$ cat config.mk
export PLATFORM = sky130hd
export DESIGN_NAME = pc_sequencer_flat
export DESIGN_NICKNAME = d
export VERILOG_FILES = /design/src/rtl/pc_sequencer_if.sv /design/src/rtl/pc_sequencer.sv /design/src/flat_wrapper.sv
export SDC_FILE = /design/constraint.sdc
export NUM_CORES = 1
export LEC_CHECK = 0
export ABC_CLOCK_PERIOD_IN_PS = 2750
export CAP_MARGIN = 20
export CORE_MARGIN = 10
export CORE_UTILIZATION = 30
export CTS_CLUSTER_DIAMETER = 40
export DETAILED_ROUTE_END_ITERATION = 16
export SLEW_MARGIN = 15
export SYNTH_ARGS = -nofsm -noshare
export SYNTH_HDL_FRONTEND = slang
export SYNTH_SLANG_ARGS = --single-unit
$ cat constraint.sdc
create_clock -name clk_i -period 2.75 [get_ports clk_i]
set_clock_uncertainty 0.1 [all_clocks]
set_input_delay 0.825 -clock clk_i [delete_from_list [all_inputs] [get_ports clk_i]]
set_output_delay 0.825 -clock clk_i [all_outputs]
set_load 0.02 [all_outputs]
$ cat src/rtl/pc_sequencer_if.sv
// Fetch-side bundle for the PC sequencer: next-PC controls and targets in,
// current PC, increment and return-stack status out.
interface pc_sequencer_if #(
  parameter int WIDTH     = 32,
  parameter int RAS_DEPTH = 4
);
  localparam int CW = $clog2(RAS_DEPTH) + 1;

  logic             stall;
  logic             redirect;
  logic [WIDTH-1:0] redirect_target;
  logic             branch;
  logic [WIDTH-1:0] branch_target;
  logic             jump;
  logic [WIDTH-1:0] jump_target;
  logic             call;
  logic             ret;
  logic [WIDTH-1:0] pc_result;
  logic [WIDTH-1:0] pc_plus;
  logic [CW-1:0]    ras_count;
  logic             ras_empty;
  logic             ras_full;

  modport master (
    output stall, redirect, redirect_target, branch, branch_target,
           jump, jump_target, call, ret,
    input  pc_result, pc_plus, ras_count, ras_empty, ras_full
  );

  modport slave (
    input  stall, redirect, redirect_target, branch, branch_target,
           jump, jump_target, call, ret,
    output pc_result, pc_plus, ras_count, ras_empty, ras_full
  );
endinterface

$ cat src/rtl/pc_sequencer.sv
// Program-counter sequencer: prioritised next-PC selection with a circular
// return-address stack that predicts Return targets.
module pc_sequencer #(
  parameter int               WIDTH        = 32,
  parameter logic [WIDTH-1:0] RESET_VECTOR = '0,
  parameter int               INC          = 4,
  parameter int               RAS_DEPTH    = 4
) (
  input  logic          clk_i,
  input  logic          rst_ni,
  pc_sequencer_if.slave bus
);
  localparam int PW = $clog2(RAS_DEPTH);
  localparam int CW = PW + 1;

  logic [WIDTH-1:0] pc_q, pc_d;
  logic [PW-1:0]    top_q, top_d;
  logic [CW-1:0]    cnt_q, cnt_d;
  logic [WIDTH-1:0] ras_q [RAS_DEPTH];
  logic [WIDTH-1:0] ras_d [RAS_DEPTH];

  logic [WIDTH-1:0] pc_plus;
  logic [PW-1:0]    top_inc;
  logic             ras_empty;
  logic             ras_full;

  assign pc_plus   = pc_q + WIDTH'(INC);
  assign top_inc   = top_q + PW'(1);
  assign ras_empty = (cnt_q == '0);
  assign ras_full  = (cnt_q == CW'(RAS_DEPTH));

  always_comb begin
    pc_d  = pc_q;
    top_d = top_q;
    cnt_d = cnt_q;
    ras_d = ras_q;
    if (bus.redirect) begin
      pc_d = bus.redirect_target;
    end else if (bus.stall) begin
      pc_d = pc_q;
    end else if (bus.branch) begin
      pc_d = bus.branch_target;
    end else if (bus.jump) begin
      if (bus.ret && !ras_empty) begin
        pc_d = ras_q[top_q];
        // Call+Return swaps the top entry in place; depth is unchanged.
        if (bus.call) begin
          ras_d[top_q] = pc_plus;
        end else begin
          top_d = top_q - PW'(1);
          cnt_d = cnt_q - CW'(1);
        end
      end else begin
        pc_d = bus.jump_target;
        // A full stack wraps and overwrites its oldest entry.
        if (bus.call) begin
          ras_d[top_inc] = pc_plus;
          top_d          = top_inc;
          if (!ras_full) begin
            cnt_d = cnt_q + CW'(1);
          end
        end
      end
    end else begin
      pc_d = pc_plus;
    end
  end

  always_ff @(posedge clk_i or negedge rst_ni) begin
    if (!rst_ni) begin
      pc_q  <= RESET_VECTOR;
      top_q <= '0;
      cnt_q <= '0;
    end else begin
      pc_q  <= pc_d;
      top_q <= top_d;
      cnt_q <= cnt_d;
    end
  end

  for (genvar gi = 0; gi < RAS_DEPTH; gi++) begin : g_ras
    always_ff @(posedge clk_i or negedge rst_ni) begin
      if (!rst_ni) begin
        ras_q[gi] <= '0;
      end else begin
        ras_q[gi] <= ras_d[gi];
      end
    end
  end

  assign bus.pc_result = pc_q;
  assign bus.pc_plus   = pc_plus;
  assign bus.ras_count = cnt_q;
  assign bus.ras_empty = ras_empty;
  assign bus.ras_full  = ras_full;
endmodule

$ cat src/flat_wrapper.sv
// flat-port wrapper written by rule: the top's interface ports become plain ports
module pc_sequencer_flat 
#(
  parameter int               WIDTH        = 32,
  parameter logic [WIDTH-1:0] RESET_VECTOR = '0,
  parameter int               INC          = 4,
  parameter int               RAS_DEPTH    = 4
)
  (clk_i, rst_ni, bus_stall, bus_redirect, bus_redirect_target, bus_branch, bus_branch_target, bus_jump, bus_jump_target, bus_call, bus_ret, bus_pc_result, bus_pc_plus, bus_ras_count, bus_ras_empty, bus_ras_full);
  pc_sequencer_if #(.WIDTH(WIDTH), .RAS_DEPTH(RAS_DEPTH)) bus_i ();
  input  logic clk_i;
  input  logic rst_ni;
  input wire logic [$bits(bus_i.stall)-1:0] bus_stall;
  input wire logic [$bits(bus_i.redirect)-1:0] bus_redirect;
  input wire logic [$bits(bus_i.redirect_target)-1:0] bus_redirect_target;
  input wire logic [$bits(bus_i.branch)-1:0] bus_branch;
  input wire logic [$bits(bus_i.branch_target)-1:0] bus_branch_target;
  input wire logic [$bits(bus_i.jump)-1:0] bus_jump;
  input wire logic [$bits(bus_i.jump_target)-1:0] bus_jump_target;
  input wire logic [$bits(bus_i.call)-1:0] bus_call;
  input wire logic [$bits(bus_i.ret)-1:0] bus_ret;
  output wire logic [$bits(bus_i.pc_result)-1:0] bus_pc_result;
  output wire logic [$bits(bus_i.pc_plus)-1:0] bus_pc_plus;
  output wire logic [$bits(bus_i.ras_count)-1:0] bus_ras_count;
  output wire logic [$bits(bus_i.ras_empty)-1:0] bus_ras_empty;
  output wire logic [$bits(bus_i.ras_full)-1:0] bus_ras_full;
  assign bus_i.stall = bus_stall;
  assign bus_i.redirect = bus_redirect;
  assign bus_i.redirect_target = bus_redirect_target;
  assign bus_i.branch = bus_branch;
  assign bus_i.branch_target = bus_branch_target;
  assign bus_i.jump = bus_jump;
  assign bus_i.jump_target = bus_jump_target;
  assign bus_i.call = bus_call;
  assign bus_i.ret = bus_ret;
  assign bus_pc_result = bus_i.pc_result;
  assign bus_pc_plus = bus_i.pc_plus;
  assign bus_ras_count = bus_i.ras_count;
  assign bus_ras_empty = bus_i.ras_empty;
  assign bus_ras_full = bus_i.ras_full;
  pc_sequencer #(.WIDTH(WIDTH), .RESET_VECTOR(RESET_VECTOR), .INC(INC), .RAS_DEPTH(RAS_DEPTH)) u_core (.clk_i(clk_i), .rst_ni(rst_ni), .bus(bus_i));
endmodule
### Word-level counts from Yosys, hierarchy flattened

Cells that the tools add are included.

| storage, ports and cells | value |
|---|---|
| memories kept | 0 |
| bits of input ports | 104 |
| logic and storage cells | 58 |
| output and inout bits | 69 |
| register bits after elaboration | 165 |
| latch bits | 0 |
| ROM bits | 0 |
| bits in writable memories | 0 |

| cells by class | value |
|---|---|
| magnitude comparators | 4 |
| multiply operators | 0 |
| div/mod/pow operators | 0 |
| equality and inequality tests | 4 |
| reduce and logical (&&, ||, !) cells | 9 |
| shifts and indexed selects | 0 |
| bitwise logic cells | 5 |
| muxes and demuxes | 24 |
| add/sub/neg operators | 5 |

Operators by type and width:

| kind | number |
|---|---|
| 2-to-1 mux 128 bit | 3 |
| 2-to-1 mux 32 bit | 9 |
| bitwise mux 128 bit | 2 |
| demux 32 bit (select 2 bit) | 2 |
| binary-select mux 32 bit (select 2 bit) | 1 |
| adder 32 x 3 -> 32 bit (second input constant) | 1 |
| 2-to-1 mux 3 bit | 4 |
| AND reduction 7 bit | 1 |
| greater-or-equal comparator 3 bit (second input constant) | 2 |
| < comparator 3 x 1 -> 1 bit (second input constant) | 2 |
| 2-to-1 mux 2 bit | 3 |
| NOT 2 -> 3 bit | 2 |
| AND reduction 6 bit | 1 |
| AND reduction 5 bit | 1 |
| inequality test 2 x 1 -> 1 bit (second input constant) | 2 |
| adder 3 x 1 -> 3 bit (second input constant) | 1 |
| equality test 3 bit (second input constant) | 1 |
| logical AND 1 bit | 3 |
| zero test 3 bit | 1 |
| NOT 1 bit | 3 |
| subtractor 3 x 1 -> 3 bit (second input constant) | 1 |
| adder 2 x 1 -> 2 bit (second input constant) | 1 |
| inequality test 2 bit (second input constant) | 1 |
| nonzero test 2 bit | 1 |
| 2 further kinds | 2 |

### Depth between registers and ports, before layout

| depth | value |
|---|---|
| depth in word-level cells | 9 |
| depth in mapped cells | 10 |
| gate-level depth less buffers | 6 |

### Worst setup path before layout

No wires, ideal clock.

| timing | value |
|---|---|
| path type | register -> output |
| start point | reg u_core.pc_q[12] (netlist: u_core.bus.pc_result[12]) |
| end point | out bus_pc_plus[23] |
| data arrival time | 2.091 ns |
| required time | 1.825 ns |
| path buffers | 1 |
| path slack | -0.266 ns |
| stages on the path, launching flop included | 7 |
| path through | dfrtp_1 -> nand3_2 -> or4_4 -> buf_2 -> o31a_1 -> nor2_1 -> inv_1 |

| on the way | value |
|---|---|
| cells in the longest elaborated chain, start to end | 1 |

Ends and longest elaborated chain:

| element | RTL line | RTL |
|---|---|---|
| from (decl) | pc_sequencer.sv:16 | `logic [WIDTH-1:0] pc_q, pc_d;` |
| from (signal assigned) | pc_sequencer.sv:75 | `pc_q <= pc_d;` |
| adder 32 x 3 -> 32 bit | pc_sequencer.sv:27 | `assign pc_plus = pc_q + WIDTH'(INC);` |
| to (decl) | flat_wrapper.sv:23 | `output wire logic [$bits(bus_i.pc_plus)-1:0] bus_pc_plus;` |

Every way passes these cells.

### Final worst setup path

| timing | value |
|---|---|
| start point | reg u_core.pc_q[11] (netlist: u_core.bus.pc_result[11]) |
| end point | out bus_pc_plus[25] |

The elaborated chain is that of the path after synthesis.

==> qor.yml <==
clock_tree:
  cts_max_path_buffers: 2
  holdBufCountCts: 0
  numCtsBuffers: 17
  clock_latency_ps: 430
  cts_root_buffer: "clkbuf_16"
  path_clk_slew_ps: 70
  cts_tree: "yes"
  clock-sinks: 165
  h-tree-depth: 4
routing:
  drcViolationCount: 0
  drt_first_pass_iters: 5
  vias_per_cell: 5.147
  vias: 8456
  wl_per_cell_um: 20.42
  drtIter0Drc: 703
  final_antenna_net_count: 0
  routed_wl_um: 33550
power_and_ir_drop:
  p_leak_nw: 6.062
  max-vdd-ir-drop_uv: 428.2
  power.density_nw_per_um2: 778.7
  power.total_w: 0.01062
synth:
  synth_seq_cells: 165
  synth_flop_cell: "dfrtp_1"
  synthMostInstantiatedCell: "dfrtp_1"
  synth-seq-area-share_pct: 46.66
  avgSynthCellArea_sq_um: 9.475
  yosysUniqueCellTypes: 56
  async_reset_ff_share_pct: 100.0
  synth-warning-count: 0
  synth_top_area_cell: "dfrtp_1"
  yosys.area.top_type_share_pct: 46.66
  syn_nets: 1047
  synth_top_cells_by_count: "dfrtp_1, a21oi_1, nor2_1"
  mappedNetlistArea_sq_um: 8850
  syn_inst: 934
  synth_area_leaders: "dfrtp_1, a21oi_1, mux4_2"
  synth_edf_count: 0
final_layout:
  syn2layout_area_growth_pct: 54.05
  drive_gt1_share_pct: 32.09
  final_cells: 1643
  fin_area_sq_um: 13630
  fillers: 2689
  antennaDiodeCount: 0
  fin_nets: 1359
floorplanning:
  start_util_pct: 30.58
  fp.dieW_um: 191.8
  core_sq_um: 28940
  ios: 173
  die_h_um: 191.8
  dieArea_sq_um: 36770
  rows: 62
sta:
  tightestPinTransition_ps: 673.3
  slew_violations: 0
  fin_ws_ps: -505.7
  slew_headroom_pct: 55.02
  fin_crit_ps: 3256
  clock.fmax_mhz: 307.2
  fin_crit_sh_pct: 118.4
  hold_viol: 0
  setup_viol: 26
  rsz0062_at_grt: "yes"
setup_path:
  reg2regPathDepth: 8
  rr_endpoint: "u_core.ras_q[31]"
  path_class: "reg -> out"
  cp_max_fo: 6
  required_ps: 1830
  end_kind: "primary output"
  r2r_slack_ps: 150
  arrival_ps: 2330
  rr_startpoint: "u_core.bus.pc_result[11]"
  start_kind: "register"
placed_design:
  dpl_cell_area_sq_um: 12140
  dp_cells: 1559
  dp_hpwl_um: 24310
  port_buffers: 172
  gp_congestion: 0.8224
global_route:
  grt_max_degree: 83
  grtUsageTotal_pct: 17.96
  antenna_found_initial: 1
  overflow: 0
  first_global_vias: 8716
  grt_pass1_wl_um: 51080
run:
  max-cap-violations: 0
status:
  outcome: "finished, violations left"
  violations: "negative setup slack"
min_path:
  hp-class: "in -> async"
-- cells by family (layout without fill, tap and decap cells) --
logic type | Yosys count | in the layout | share of synthesized area (%)
adder cells (fa/ha/maj) | 9 | 9 | 1.357
multiplexers | 61 | 61 | 11.85
AO/OA/AOI/OAI | 253 | 253 | 16.54
AND/OR/NAND/NOR | 306 | 306 | 15.26
flip-flops | 165 | 165 | 46.66
buffers and inverters | 113 | 438 | 5.669
XOR/XNOR | 27 | 27 | 2.672
-- power by group --
group          internal [W]  leakage [nW]  switching (W)
sequential          0.00336          2.08       0.000571
combinational       0.00221          3.70        0.00203
clock               0.00137         0.286        0.00108
total               0.00694          6.06        0.00368
-- metal layers --
| metal | GRT usage, % | vias up | wire length, um |
|---|---|---|---|
| met5 | 0 | - | 0 |
| met3 | 4.643 | 46 | 2582 |
| met4 | 5.018 | 0 | 635 |
| met1 | 23.21 | 4178 | 14380 |
| li1 | - | 3914 | - |
| met2 | 29.07 | 318 | 15950 |
-- repair_timing --
action | 4_1_cts | 5_1_grt
endpoints found under the hold margin | 0 | 0
setup endpoints to repair | 30 | 33
cloned | 1 | 0
resized for setup | 192 | 71
pin swaps | 27 | 31
buffers inserted | 32 | 22
-- registers in the layout (all words and copies together) (netlist names) --
name / count
u_core.bus.ras_count: 3
u_core.bus.pc_result: 32
u_core.top_q: 2
u_core.ras_q: 128
-- how the worst max path moves through the flow --
| stage | start | cells past startpoint | slack, ps | endpoint |
|---|---|---|---|---|
| floorplan | u_core.bus.pc_result[9] | 6 | -70 | bus_pc_plus[23] |
| global placement | u_core.bus.pc_result[24] | 5 | -480 | bus_pc_plus[31] |
| detailed placement | u_core.bus.pc_result[18] | 7 | -480 | bus_pc_plus[29] |
| CTS | u_core.bus.pc_result[13] | 7 | -540 | bus_pc_plus[29] |
| global route | u_core.bus.pc_result[13] | 8 | -580 | bus_pc_plus[25] |
| finish | u_core.bus.pc_result[11] | 8 | -510 | bus_pc_plus[25] |
-- critical path: stages, from the launching register on --
cell	delay, ps
dfrtp_2	380
nand3_4	80
or4_4	590
buf_12	160
buf_16	140
o31a_1	270
nor2_2	120
inv_2	40
buf_6	120
-- stage by stage --
stage | setup TNS (ps) | utilization, % | hold WS (ps) | setup slack [ps]
after floorplan | -411.1 | - | 352.4 | -68.59
after global placement | -25860 | 41.94 | 363.6 | -478.9
after detailed placement | -29880 | 41.94 | 375.5 | -481.9
after CTS | -7233 | 45.71 | 132.5 | -537.6
after global routing | -10060 | 47.12 | 129.6 | -580.6
final | -7931 | 47.12 | 133.1 | -505.7
-- cells in the final DEF, fill, tap and decap left out, types with 5 or more instances in the layout --
master	count
o21ai_0	26
inv_6	5
buf_12	16
buf_4	150
o211ai_1	13
dfrtp_1	146
mux4_2	32
clkbuf_16	17
xnor2_1	5
dfrtp_2	19
nand3_2	5
mux2i_1	8
buf_6	48
nand4_1	5
mux2_1	6
inv_1	27
nor4_4	7
nand3_1	23
mux2_2	12
a21oi_1	155
nand2_1	89
nor2_1	126
a31oi_1	13
and3_1	18
inv_2	18
ha_1	7
o221ai_1	6
xnor2_2	9
a221oi_1	5
clkdlybuf4s50_1	138
-- layout make-up --
type / count / area, sq um / share of cell area [%]
Clock buffer: 18 / 429.2 / 3.148
Inverter: 46 / 175.2 / 1.285
Clock inverter: 14 / 163.9 / 1.202
Tap cell: 384 / 480.5 / 3.524
Multi-Input combinational cell: 656 / 4780 / 35.06
Timing Repair Buffer: 360 / 3452 / 25.32
Sequential cell: 165 / 4153 / 30.46
(Power assumes the default switching activity.)
==> variant, RTL diff (config.mk and constraints unchanged) <==
`WIDTH` is set to 32 in 3 places; all go to 48.
--- a/src/rtl/pc_sequencer_if.sv
+++ b/src/rtl/pc_sequencer_if.sv
@@ -1,7 +1,7 @@
 // Fetch-side bundle for the PC sequencer: next-PC controls and targets in,
 // current PC, increment and return-stack status out.
 interface pc_sequencer_if #(
-  parameter int WIDTH     = 32,
+  parameter int WIDTH     = 48,
   parameter int RAS_DEPTH = 4
 );
   localparam int CW = $clog2(RAS_DEPTH) + 1;
--- a/src/rtl/pc_sequencer.sv
+++ b/src/rtl/pc_sequencer.sv
@@ -1,7 +1,7 @@
 // Program-counter sequencer: prioritised next-PC selection with a circular
 // return-address stack that predicts Return targets.
 module pc_sequencer #(
-  parameter int               WIDTH        = 32,
+  parameter int               WIDTH        = 48,
   parameter logic [WIDTH-1:0] RESET_VECTOR = '0,
   parameter int               INC          = 4,
   parameter int               RAS_DEPTH    = 4
--- a/src/flat_wrapper.sv
+++ b/src/flat_wrapper.sv
@@ -1,7 +1,7 @@
 // flat-port wrapper written by rule: the top's interface ports become plain ports
 module pc_sequencer_flat 
 #(
-  parameter int               WIDTH        = 32,
+  parameter int               WIDTH        = 48,
   parameter logic [WIDTH-1:0] RESET_VECTOR = '0,
   parameter int               INC          = 4,
   parameter int               RAS_DEPTH    = 4
Interface: changed (5 resized); port bits go from 173 to 253. The function was not compared with the original's and may differ.
==> variant against the original RTL <==
  * The run still ends with setup timing left
  * Worst setup slack lost 73 ps
  * Synthesized cell count increased by 43%
  * Sequential cell count rose by 80
  * Global-route usage up 1.8 points
  * Power grew 61%
  * Final area is 53% higher
  * Routed wire length grew 59%
  * Fmax is 2.2% lower
  * First-iteration DRC count rose by 45%
  * Combinational power rose by 33%
  * Die area grew 41%
  * Sequential power increased by 47%
  * Via count grew 52%
  * Area after synthesis grew 46%
  * Critical path type unchanged
  * Largest cell class unchanged
  * Largest power group is now sequential cells
==> variant: results (changes against the original RTL) <==
{| class="wikitable"
! Metric !! Value
|-
| Standard cell with the maximum stage delay on the critical path || sky130_fd_sc_hd__dfrtp_2 (was sky130_fd_sc_hd__or4_4)
|-
| Total Routing Usage GR || 0.1976 (was 0.1796)
|-
| Via count of the first global-routing pass || 13210 (was 8716)
|-
| Power spent charging and discharging nets || 5.468 mW (was 3.678 mW)
|-
| Antenna violations before repair || 2 (was 1)
|-
| Count of buffers added by post-CTS timing repair for setup || 40 (was 32)
|-
| Non-clk bufs || 549 (was 360)
|-
| Relative area of clock buffers and inverters in the final design || 0.07463 (was 0.04350)
|-
| Portion of the post-synthesis area used by sequential elements || 0.4729 (was 0.4666)
|-
| Global-route met2 utilization || 0.3235 (was 0.2907)
|-
| Violations in the final reports || setup timing (unchanged)
|-
| Power Total || 17.14 mW (was 10.62 mW)
|-
| Count of different cell masters after synthesis || 60 (was 56)
|-
| Post-detailed-route wirelength per cell || 21.76 µm (was 20.42 µm)
|-
| Multi-Input Combinational || 928 (was 656)
|-
| Final setup TNS || -16290 ps (was -7931 ps)
|-
| Finish-stage setup viols || 40 (was 26)
|-
| Number of gates resized after CTS || 362 (was 192)
|-
| Area of placed instances || 18010 µm² (was 12140 µm²)
|-
| M1 WL || 22450 µm (was 14380 µm)
|-
| DR vias/cell || 5.240 (was 5.147)
|-
| Worst R2R Setup Slack || 460 ps (was 150 ps)
|-
| Result of the run || finished, violations left (unchanged)
|-
| Met2 Routed Length || 25310 µm (was 15950 µm)
|-
| Final weighted congestion in routability-driven placement || 0.8848 (was 0.8224)
|-
| Global-route wire length before repair || 80280 µm (was 51080 µm)
|-
| H-tree levels || 2 (was 4)
|-
| Net Count, Synth || 1501 (was 1047)
|-
| Crit path to || bus_pc_plus[32] (was bus_pc_plus[25])
|-
| Share of cells above drive strength 1 || 0.3328 (was 0.3209)
|-
| M3 GR Usage || 0.03934 (was 0.04643)
|-
| Power density over cell area || 820.5 nW/µm² (was 778.7 nW/µm²)
|-
| Number of inserted filler cells in the final layout || 3846 (was 2689)
|-
| Critical register-to-register path endpoint || u_core.ras_q[151] (was u_core.ras_q[31])
|-
| PortBufs || 252 (was 172)
|-
| Share of the final layout cell area in multi-input gates || 0.3309 (was 0.3506)
|-
| Number of buffers inserted during clock tree synthesis || 44 (was 17)
|-
| Slack of the critical path || -578.3 ps (was -505.7 ps)
|}
-- variant: changes by cell type in the layout (fill, tap and decap cells not counted), moves of 23 or more --
cell / before / now
sky130_fd_sc_hd__buf_4: 150 / 232
sky130_fd_sc_hd__nand4_1: 5 / 28
sky130_fd_sc_hd__clkdlybuf4s50_1: 138 / 192
sky130_fd_sc_hd__dfrtp_1: 146 / 234
sky130_fd_sc_hd__nor2_1: 126 / 196
sky130_fd_sc_hd__nand2_1: 89 / 51
sky130_fd_sc_hd__clkbuf_16: 17 / 46
sky130_fd_sc_hd__buf_6: 48 / 74
sky130_fd_sc_hd__a21oi_1: 155 / 247
-- variant: cell families after synthesis --
family                     after synthesis  synth area share
AOI/OAI and AO/OA                      412            0.1889
and+or+nand+nor                        398            0.1444
DFF                                    245            0.4729
buffers and inverters                  165           0.05559
muxes                                   71            0.1027
xor gates and xnor gates                36           0.02432
adders and majority gates               11           0.01120
